--- src/rtl/rv32i_types.sv ---
// Shared types for the instruction/data memory arbiter.
package rv32i_types;
  typedef enum logic [1:0] {IDLE, GAP, SERVE_I, SERVE_D} arb_state_t;
  typedef enum logic {I, D} arb_port_t;
endpackage

--- src/rtl/mem_arbiter.sv ---
// Two-port (fetch/data) arbiter onto one memory bus. Requests are registered
// before reaching the bus, and an optional idle gap separates transactions.
module mem_arbiter
  import rv32i_types::*;
#(
  parameter int ROUND_ROBIN = 1,
  parameter int MIN_IDLE    = 1
) (
  input  logic        clk,
  input  logic        rst,
  input  logic        i_read,
  input  logic [31:0] i_address,
  output logic [31:0] i_rdata,
  output logic        i_resp,
  input  logic        d_read,
  input  logic        d_write,
  input  logic [31:0] d_address,
  input  logic [31:0] d_wdata,
  input  logic [3:0]  d_byte_enable,
  output logic [31:0] d_rdata,
  output logic        d_resp,
  output logic        mem_read,
  output logic        mem_write,
  output logic [31:0] mem_address,
  output logic [31:0] mem_wdata,
  output logic [3:0]  mem_byte_enable,
  input  logic        mem_resp,
  input  logic [31:0] mem_rdata
);

  localparam logic [1:0] GAP_LOAD = (MIN_IDLE > 0) ? 2'(MIN_IDLE - 1) : 2'd0;

  arb_state_t  state, state_d;
  arb_port_t   last_grant, grant;
  logic        start;
  logic [1:0]  gap_cnt;
  logic [31:0] lat_addr, lat_wdata;
  logic [3:0]  lat_be;
  logic        lat_write;
  logic        d_pend, serving;

  assign d_pend  = d_read | d_write;
  assign serving = (state == SERVE_I) || (state == SERVE_D);

  always_comb begin
    state_d = state;
    grant   = D;
    start   = 1'b0;
    i_resp  = 1'b0;
    d_resp  = 1'b0;
    case (state)
      IDLE: begin
        if (i_read && d_pend) begin
          start = 1'b1;
          // Round robin favours whichever port was not served last.
          grant = (ROUND_ROBIN != 0 && last_grant == D) ? I : D;
        end else if (d_pend) begin
          start = 1'b1;
          grant = D;
        end else if (i_read) begin
          start = 1'b1;
          grant = I;
        end
        if (start) state_d = (grant == I) ? SERVE_I : SERVE_D;
      end
      GAP: if (gap_cnt == 2'd0) state_d = IDLE;
      SERVE_I: if (mem_resp) begin
        i_resp  = 1'b1;
        state_d = (MIN_IDLE > 0) ? GAP : IDLE;
      end
      SERVE_D: if (mem_resp) begin
        d_resp  = 1'b1;
        state_d = (MIN_IDLE > 0) ? GAP : IDLE;
      end
      default: state_d = IDLE;
    endcase
  end

  assign i_rdata = i_resp ? mem_rdata : 32'd0;
  assign d_rdata = d_resp ? mem_rdata : 32'd0;

  // Bus is driven purely from state and latched registers.
  assign mem_read        = (state == SERVE_I) || (state == SERVE_D && !lat_write);
  assign mem_write       = (state == SERVE_D) && lat_write;
  assign mem_address     = serving ? lat_addr : 32'd0;
  assign mem_wdata       = (state == SERVE_D) ? lat_wdata : 32'd0;
  assign mem_byte_enable = serving ? lat_be : 4'd0;

  always_ff @(posedge clk or negedge rst) begin
    if (!rst) begin
      state      <= IDLE;
      last_grant <= I;
      gap_cnt    <= 2'd0;
      lat_addr   <= 32'd0;
      lat_wdata  <= 32'd0;
      lat_be     <= 4'd0;
      lat_write  <= 1'b0;
    end else begin
      state <= state_d;
      if (start) begin
        if (grant == I) begin
          lat_addr  <= i_address;
          lat_wdata <= 32'd0;
          lat_be    <= 4'hF;
          lat_write <= 1'b0;
        end else begin
          // A simultaneous read+write is treated as a write.
          lat_addr  <= d_address;
          lat_wdata <= d_wdata;
          lat_be    <= d_write ? d_byte_enable : 4'hF;
          lat_write <= d_write;
        end
      end
      if (i_resp) last_grant <= I;
      if (d_resp) last_grant <= D;
      if (state_d == GAP && state != GAP) gap_cnt <= GAP_LOAD;
      else if (state == GAP && gap_cnt != 2'd0) gap_cnt <= gap_cnt - 2'd1;
    end
  end

endmodule

--- config.mk ---
export PLATFORM = sky130hd
export DESIGN_NAME = mem_arbiter
export DESIGN_NICKNAME = d
export VERILOG_FILES = /design/src/rtl/rv32i_types.sv /design/src/rtl/mem_arbiter.sv
export SDC_FILE = /design/constraint.sdc
export NUM_CORES = 1
export LEC_CHECK = 0
export BUFFER_PORTS_ARGS = -buffer_cell sky130_fd_sc_hd__buf_2
export CELL_PAD_IN_SITES_DETAIL_PLACEMENT = 0
export CELL_PAD_IN_SITES_GLOBAL_PLACEMENT = 1
export CORE_ASPECT_RATIO = 1.1
export CORE_MARGIN = 2
export CORE_UTILIZATION = 30
export DETAILED_ROUTE_END_ITERATION = 6
export GPL_ROUTABILITY_DRIVEN = 1
export PLACE_DENSITY_LB_ADDON = 0.05
export SLEW_MARGIN = 5
export SYNTH_ARGS = -nofsm -noshare
export SYNTH_HDL_FRONTEND = slang
export SYNTH_SLANG_ARGS = --single-unit
--- constraint.sdc ---
create_clock -name clk -period 2.05 [get_ports clk]
set_input_delay 0.3075 -clock clk [delete_from_list [all_inputs] [get_ports clk]]
set_output_delay 0.3075 -clock clk [all_outputs]
set_load 0.005 [all_outputs]
# After elaboration in Yosys (flattened, before gate mapping)
# Index checks and enable logic that the tools add are counted.
# classes
n_reduce_logical	14
n_mux	33
bitwise	1
n_div	0
order_cmp	0
n_eq_ne	5
n_shift	0
n_addsub	1
n_mul	0
# ops
op	n
32-bit two-way mux	6
1-bit two-way mux	18
4-bit two-way mux	3
2-bit two-way mux	5
2-bit case mux with 3 select lines	1
2-bit nonzero test	3
1-bit logical AND	5
2-bit by 1-bit equality test with 1-bit output (second input constant)	2
2-bit equality test (second input constant)	2
2-bit zero test	2
1-bit logical OR	2
2-bit by 1-bit != test with 1-bit output (second input constant)	1
2-bit OR reduction	1
2-bit by 1-bit subtractor with 2-bit output (second input constant)	1
1-bit zero test	1
1-bit bitwise OR	1
# word_totals
rom_bits	0
output_inout_bits	136
latchBits	0
regBits	74
ram_bits	0
memories	0

# Logic depth before layout (Yosys ltp)
# Gate-level depths: netlist (run 1).
# logic_depth
word_depth	10
mapped_depth	6
depth_no_buf	5

# Least setup slack after synthesis (run 1)
# No wires, ideal clock.
# synth_timing
path_kind	register to output
startpoint	reg state[0]
endpoint	out i_rdata[22]
arrival_time_ps	1169
required_time_ps	1742
stages_incl_launch_ff	5
setup_slack_ps	574
path_cell_list	dfrtp_1 > buf_2 > nor2_1 > clkbuf_1 > and2_1
# synth_between
elab_chain_len	3
# synth_rtl
item	line	text
start: declaration	mem_arbiter.sv:33	arb_state_t state, state_d;
start signal: assignment	mem_arbiter.sv:99	state <= state_d;
2-bit equality test	mem_arbiter.sv:51	case (state)
1-bit two-way mux	mem_arbiter.sv:51	
net i_resp	mem_arbiter.sv:14	output logic i_resp,
32-bit two-way mux	mem_arbiter.sv:79	assign i_rdata = i_resp ? mem_rdata : 32'd0;
end: declaration	mem_arbiter.sv:13	output logic [31:0] i_rdata,
# The timed path passes the listed nets, and every way through them passes these cells.

# Final worst setup path (run 1)
# layout_timing
startpoint	reg state[0]
endpoint	out d_rdata[23]
# layout_between
elab_chain_len	3
# layout_rtl
item	line	text
2-bit equality test	mem_arbiter.sv:51	
1-bit two-way mux	mem_arbiter.sv:51	
32-bit two-way mux	mem_arbiter.sv:80	assign d_rdata = d_resp ? mem_rdata : 32'd0;
end: declaration	mem_arbiter.sv:20	output logic [31:0] d_rdata,
# No other way between the ends.

==> flow_summary_export.csv, run 1 <==
group,metric,value,unit
routing,ant_nets,0,
floorplanning,die_width,120,um
critical_path,critPathArrivalTime,1560,ps
synthesis,synthXorXnorAreaFrac,0.196,%
power_and_ir_drop,p_sw,3.37,mW
floorplanning,ioPinCount,274,
synthesis,synth-edff-count,0,
critical_path,r2r_cells,6,
power_and_ir_drop,intPower,4.83,mW
power_and_ir_drop,pwr-share-comb,52.0,%
floorplanning,num_rows,46,
run_status,status,"finished clean",
hold_path,hold_end,"lat_be[3]",
synthesis,muxShareOfSynthArea,0.224,%
synthesis,syn_area,4460,um2
critical_path,crit_path_start_kind,"register",
sta,tns,0,ps
placement,dpl-instance-area,6010,um2
sta,final.period_utilization,91.1,%
clocking,cts_tree,"done",
synthesis,synth.largest_area_cell,"dfrtp_1",
power_and_ir_drop,peakVddDrop,422,uV
flow_run,drv_cap,0,
synthesis,ys_warn_count,0,
routing,drt-vias-per-instance,5.07,
synthesis,synth-main-ff-cell,"dfrtp_1",
final_layout,utilization,43.5,%
power_and_ir_drop,power_density,1300,nW/um2
clocking,clock_path_buffers,2,
synthesis,yosysSeqAreaShare,41.5,%
global_route,grt_max_degree,43,
synthesis,synth_compound_area_share,21.3,%
sta,whs,180,ps
final_layout,drive_gt1_share,41.0,%
synthesis,async_reset_ff_share,100,%
clocking,htreeDepth,3,
synthesis,avgSynthCellArea,8.40,um2
floorplanning,initial_utilization,30.8,%
synthesis,synth_cell_types,35,
floorplanning,die_h,132,um
synthesis,yosysMostFrequentCell,"and2_1",
synthesis,synth_commonest_cells,"and2_1, dfrtp_1, a21oi_1, o21ai_0",
routing,drtPass1Iterations,6,
routing,wl,16700,um
synthesis,synth_area_leaders,"dfrtp_1, and2_1, a21oi_1, o21ai_0, and3_1",
routing,drc,0,
critical_path,cp.required,1740,ps
synthesis,synth_top_family_by_area,"simple AND/OR/NAND/NOR gates",
power_and_ir_drop,pwr-share-seq,30.3,%
sta,slew_headroom,70.0,%
final_layout,fillers,1542,
routing,vias,4965,
critical_path,r2r-start,"state[1]",
synthesis,synth_cells,531,
global_route,overflow,0,
clocking,clk_latency,340,ps
clocking,cts.clk_slew.worst_paths,60,ps
critical_path,crit_fanout,34,
placement,port-buffer-count,273,
hold_path,hold_start,"d_byte_enable[3]",
critical_path,critical_path_class,"register to output port",
synthesis,synth_seq_cells,74,
clocking,clock_sinks,74,
sta,rsz0062_at_grt,"no",
sta,max_freq,535,MHz
placement,dp_hpwl,12000,um
global_route,grt_pass1_wl,26400,um
hold_path,hp-class,"input port to register",
floorplanning,dieArea,15900,um2
critical_path,end_kind,"output port",
sta,drv_slew,0,
sta,worst_clock_skew,8.25,ps
synthesis,synth_fp_nets,670,
synthesis,synthAdderAreaFrac,0.280,%
global_route,grt_pass1_vias,4776,
final_layout,syn_to_final_growth,41.3,%
sta,worst_pin_slew,451,ps
synthesis,synth-simple-area-share,29.2,%
critical_path,rr_endpoint,"lat_addr[28]",
routing,first_iter_violations,303,
routing,wl_per_cell,17.0,um
sta,min_period,1870,ps
final_layout,finalNetCount,919,
global_route,track_usage,20.7,%
sta,setup_viol,0,
placement,gpl.final_weighted_congestion,0.790,
hold_path,hold_depth,2,
power_and_ir_drop,switching_share,41.1,%
power_and_ir_drop,power,8.20,mW
synthesis,synth_top_area_share,41.5,%
clocking,cts_buffers,9,
floorplanning,design.core.area,14500,um2
clocking,cts_resized,0,
global_route,antenna_found_initial,2,
power_and_ir_drop,clockPowerShare,17.7,%
power_and_ir_drop,power_leakage,3.25,nW
critical_path,reg2reg_slack,340,ps
sta,hold_viol_final,0,
final_layout,design_area,6300,um2
clocking,cts_root_buffer,"clkbuf_16",
[through the flow]
| stage | cells | worst slack (ps) |
|---|---|---|
| after floorplan | 531 | 574 |
| after global placement | 958 | 385 |
| after detailed placement | 958 | 374 |
| after CTS | 975 | 7.41 |
| after global routing | 978 | 19.7 |
| final | 979 | 182 |
[worst max-delay path, cell delays in order (launching register included)]
cell	delay [ps]
dfrtp_1	460
and3_1	190
buf_4	270
and2_1	180
buf_2	110
[cell type report]
type                       instances  area [um2]  area share [%]
clock inverter                     5        31.3           0.496
tap                              192         240            3.81
clock buffer                      11         233            3.69
antenna                            2        5.00          0.0794
inverter                           3        11.3           0.179
sequential                        74        1850            29.4
multi-input combinational        392        2290            36.4
timing repair buffer             300        1640            26.0
[repair_timing]
| action | in CTS | in global routing |
|---|---|---|
| setup endpoints to repair | 0 | 49 |
| hold buffers | 1 | 0 |
| buffers inserted | 0 | 2 |
| hold endpoints to repair | 24 | 0 |
[kinds of logic (layout without fill, tap and decap cells)]
group / after synthesis / in the layout
other: 0 / 2
flip-flops: 74 / 74
adder cells (fa/ha/maj): 1 / 1
multiplexers: 1 / 1
XOR/XNOR: 1 / 1
AO/OA/AOI/OAI: 175 / 175
buffers and inverters: 65 / 319
AND/OR/NAND/NOR: 214 / 214
[worst max path at each step]
stage | from | to | slack, ps
5_1_grt | state[0] | d_rdata[9] | 20
3_3_place_gp | state[1] | i_rdata[14] | 380
4_1_cts | state[1] | i_rdata[6] | 7
2_1_floorplan | state[0] | i_rdata[22] | 570
6_report | state[0] | d_rdata[23] | 180
3_5_place_dp | state[1] | lat_wdata[1] | 370
[power groups by stage]
| stage | clock network [mW] | logic (mW) | registers [mW] |
|---|---|---|---|
| final | 1.45 | 4.26 | 2.48 |
| after floorplan | 0 | 2.67 | 2.40 |
| after detailed placement | 0 | 4.26 | 2.54 |
| after global routing | 1.54 | 4.78 | 2.58 |
| after global placement | 0 | 4.22 | 2.51 |
| after CTS | 1.49 | 4.27 | 2.52 |
[registers in the layout, indices dropped and copies added, names as in the netlist]
register    flops
lat_addr       32
lat_be          4
lat_wdata      32
gap_cnt         2
lat_write       1
last_grant      1
state           2
[per-layer routing]
metal | GRT usage (%) | part of all wire (%) | up-vias
met5 | 0 | 0 | -
met4 | 7.17 | 1.7 | 0
met3 | 4.33 | 6.4 | 19
met2 | 33.0 | 48 | 173
met1 | 27.8 | 44 | 2373
li1 | - | - | 2400
[cells in the final DEF (no fill, tap or decap), types with 3 or more instances in the layout]
cell type	netlist	layout
a31oi_1	32	32
o21ai_0	44	44
and2_1	100	100
dfrtp_1	74	73
nand4_1	32	32
nand3_1	33	33
inv_1	3	3
o22a_1	4	4
buf_4	4	22
clkbuf_16	0	9
a21oi_1	67	67
clkinv_2	0	3
nand2_1	4	4
and3_1	34	34
buf_2	15	272
buf_12	0	5
o21ai_1	22	22
Note: power is estimated with default switching activity, not from simulation.
==> run 2: changes to the inputs <==
Settings changed: CORE_UTILIZATION 30 to 32.
Clock period 2.05 ns to 2.3 ns, I/O delays scaled along.
==> run 2 against run 1 <==
Net effect:
- global-route usage increased by 0.87 points
- clock power about the same
- sequential share of layout area increased by 0.21 points
- largest cell class unchanged
==> flow_summary_export.csv, run 2 (synthesis gave the netlist of run 1 again) <==
group,metric,value,unit
run_status,status,"finished clean",
routing,ant_nets,0,
placement,dpl-instance-area,5950,um2
power_and_ir_drop,pwr-share-seq,30.6,%
sta,slew_headroom,56.7,%
routing,wl_per_cell,17.1,um
floorplanning,dieArea,14900,um2
critical_path,cp.required,1960,ps
clocking,clk_latency,330,ps
power_and_ir_drop,switching_share,40.3,%
global_route,track_usage,21.6,%
clocking,cts.clk_slew.worst_paths,60,ps
clocking,clock_path_buffers,2,
power_and_ir_drop,peakVddDrop,500,uV
sta,setup_viol,0,
critical_path,crit_fanout,33,
power_and_ir_drop,clockPowerShare,19.5,%
power_and_ir_drop,power_density,1170,nW/um2
hold_path,hold_end,"lat_be[1]",
critical_path,crit_path_start_kind,"register",
clocking,cts_root_buffer,"clkbuf_16",
flow_run,drv_cap,0,
final_layout,fillers,1470,
final_layout,drive_gt1_share,40.7,%
placement,port-buffer-count,273,
global_route,grt_pass1_vias,4688,
global_route,grt_pass1_wl,25400,um
critical_path,reg2reg_slack,460,ps
power_and_ir_drop,power,7.36,mW
routing,drtPass1Iterations,4,
routing,first_iter_violations,380,
sta,rsz0062_at_grt,"no",
floorplanning,ioPinCount,274,
clocking,clock_sinks,74,
hold_path,hp-class,"input port to register",
critical_path,startpoint,"state[1]",
sta,hold_viol_final,0,
final_layout,syn_to_final_growth,40.3,%
final_layout,final_cell_mix,"buf_2, and2_1, dfrtp_1",
power_and_ir_drop,pwr-share-comb,50.0,%
sta,worst_clock_skew,7.87,ps
placement,gpl.final_weighted_congestion,0.783,
clocking,htreeDepth,3,
final_layout,final_cells,971,
clocking,cts_buffers,9,
sta,min_period,2130,ps
floorplanning,die_width,117,um
floorplanning,initial_utilization,32.5,%
critical_path,cpPeakStageDelay,530,ps
hold_path,hold_start,"d_byte_enable[1]",
placement,placedCellCount,953,
critical_path,r2r-start,"state[1]",
floorplanning,num_rows,45,
placement,pre_cts_ws,462,ps
sta,final.period_utilization,92.6,%
sta,tns,0,ps
final_layout,top_regs,"lat_addr x32, lat_wdata x32, lat_be x4",
sta,whs,222,ps
placement,dp_hpwl,11600,um
critical_path,critical_path_class,"register to output port",
sta,max_freq,470,MHz
critical_path,cp_cell_sequence,"and3_1 -> buf_4 -> and2_1 -> buf_2",
clocking,cts_tree,"done",
power_and_ir_drop,intPower,4.39,mW
sta,setup_slack,171,ps
power_and_ir_drop,p_sw,2.97,mW
floorplanning,design.core.area,13700,um2
critical_path,rr_endpoint,"lat_wdata[7]",
routing,wl,16600,um
global_route,grt_max_degree,49,
critical_path,critPathArrivalTime,1780,ps
critical_path,r2r_cells,4,
final_layout,finalNetCount,916,
routing,drc,0,
clocking,cts_resized,0,
sta,drv_slew,0,
critical_path,end_kind,"output port",
sta,worst_pin_slew,650,ps
critical_path,critPathTopFamily,"flip-flops",
floorplanning,die_h,128,um
power_and_ir_drop,power_leakage,3.24,nW
global_route,overflow,0,
critical_path,cpMaxStageDelayCell,"dfrtp_2",
final_layout,utilization,45.6,%
global_route,antenna_found_initial,1,
final_layout,layout_commonest_cell,"buf_2",
hold_path,hold_depth,2,
critical_path,crit_buf_inv,2,
routing,drt-vias-per-instance,5.08,
final_layout,design_area,6260,um2
routing,vias,4935,
## run 2: cell types whose count changed in the layout (fill, tap and decap cells not counted)
| cell | before | now |
|---|---|---|
| clkinv_4 | 1 | 0 |
| buf_12 | 5 | 1 |
| clkinvlp_4 | 1 | 0 |
| bufinv_16 | 0 | 1 |
| clkbuf_8 | 0 | 2 |
| buf_4 | 22 | 23 |
| clkinv_2 | 3 | 1 |
| diode_2 | 2 | 1 |
| clkbuf_1 | 2 | 3 |
## run 2: worst max-delay path by stage
stage	cells past startpoint	to	slack, ps
2_1_floorplan	4	i_rdata[22]	790
3_3_place_gp	4	lat_wdata[9]	500
3_5_place_dp	4	lat_wdata[5]	460
4_1_cts	5	i_rdata[0]	170
5_1_grt	4	d_rdata[2]	90
6_report	4	d_rdata[2]	170
## run 2: routing by layer
layer  part of all wire, %  vias to the layer above  track usage, %
met5                     0                        -               0
met4                   1.0                        0            5.67
met3                   6.5                       10            4.68
met2                    47                      161            32.8
met1                    45                     2373            31.1
li1                      -                     2391               -
## run 2: repair_timing
item / in CTS / in global routing
hold endpoints to repair: 32 / 0
buffers inserted: 0 / 0
hold buffers: 1 / 0
## run 2: area by class of cell
cell class	instances	area (um2)	share of cell area [%]
clock buffer	14	264	4.22
multi-input combinational	392	2290	36.7
inverter	3	11.3	0.180
timing repair buffer	297	1560	25.0
antenna	1	2.50	0.0400
sequential	74	1850	29.6
tap	188	235	3.76
clock inverter	2	35.0	0.560
## run 2: power groups by stage
stage,sequential [mW],clock [mW],combinational [mW]
after floorplan,2.13,0,2.38
after global placement,2.24,0,3.66
after detailed placement,2.27,0,3.70
after CTS,2.25,1.46,3.71
after global routing,2.32,1.53,4.13
final,2.25,1.43,3.67
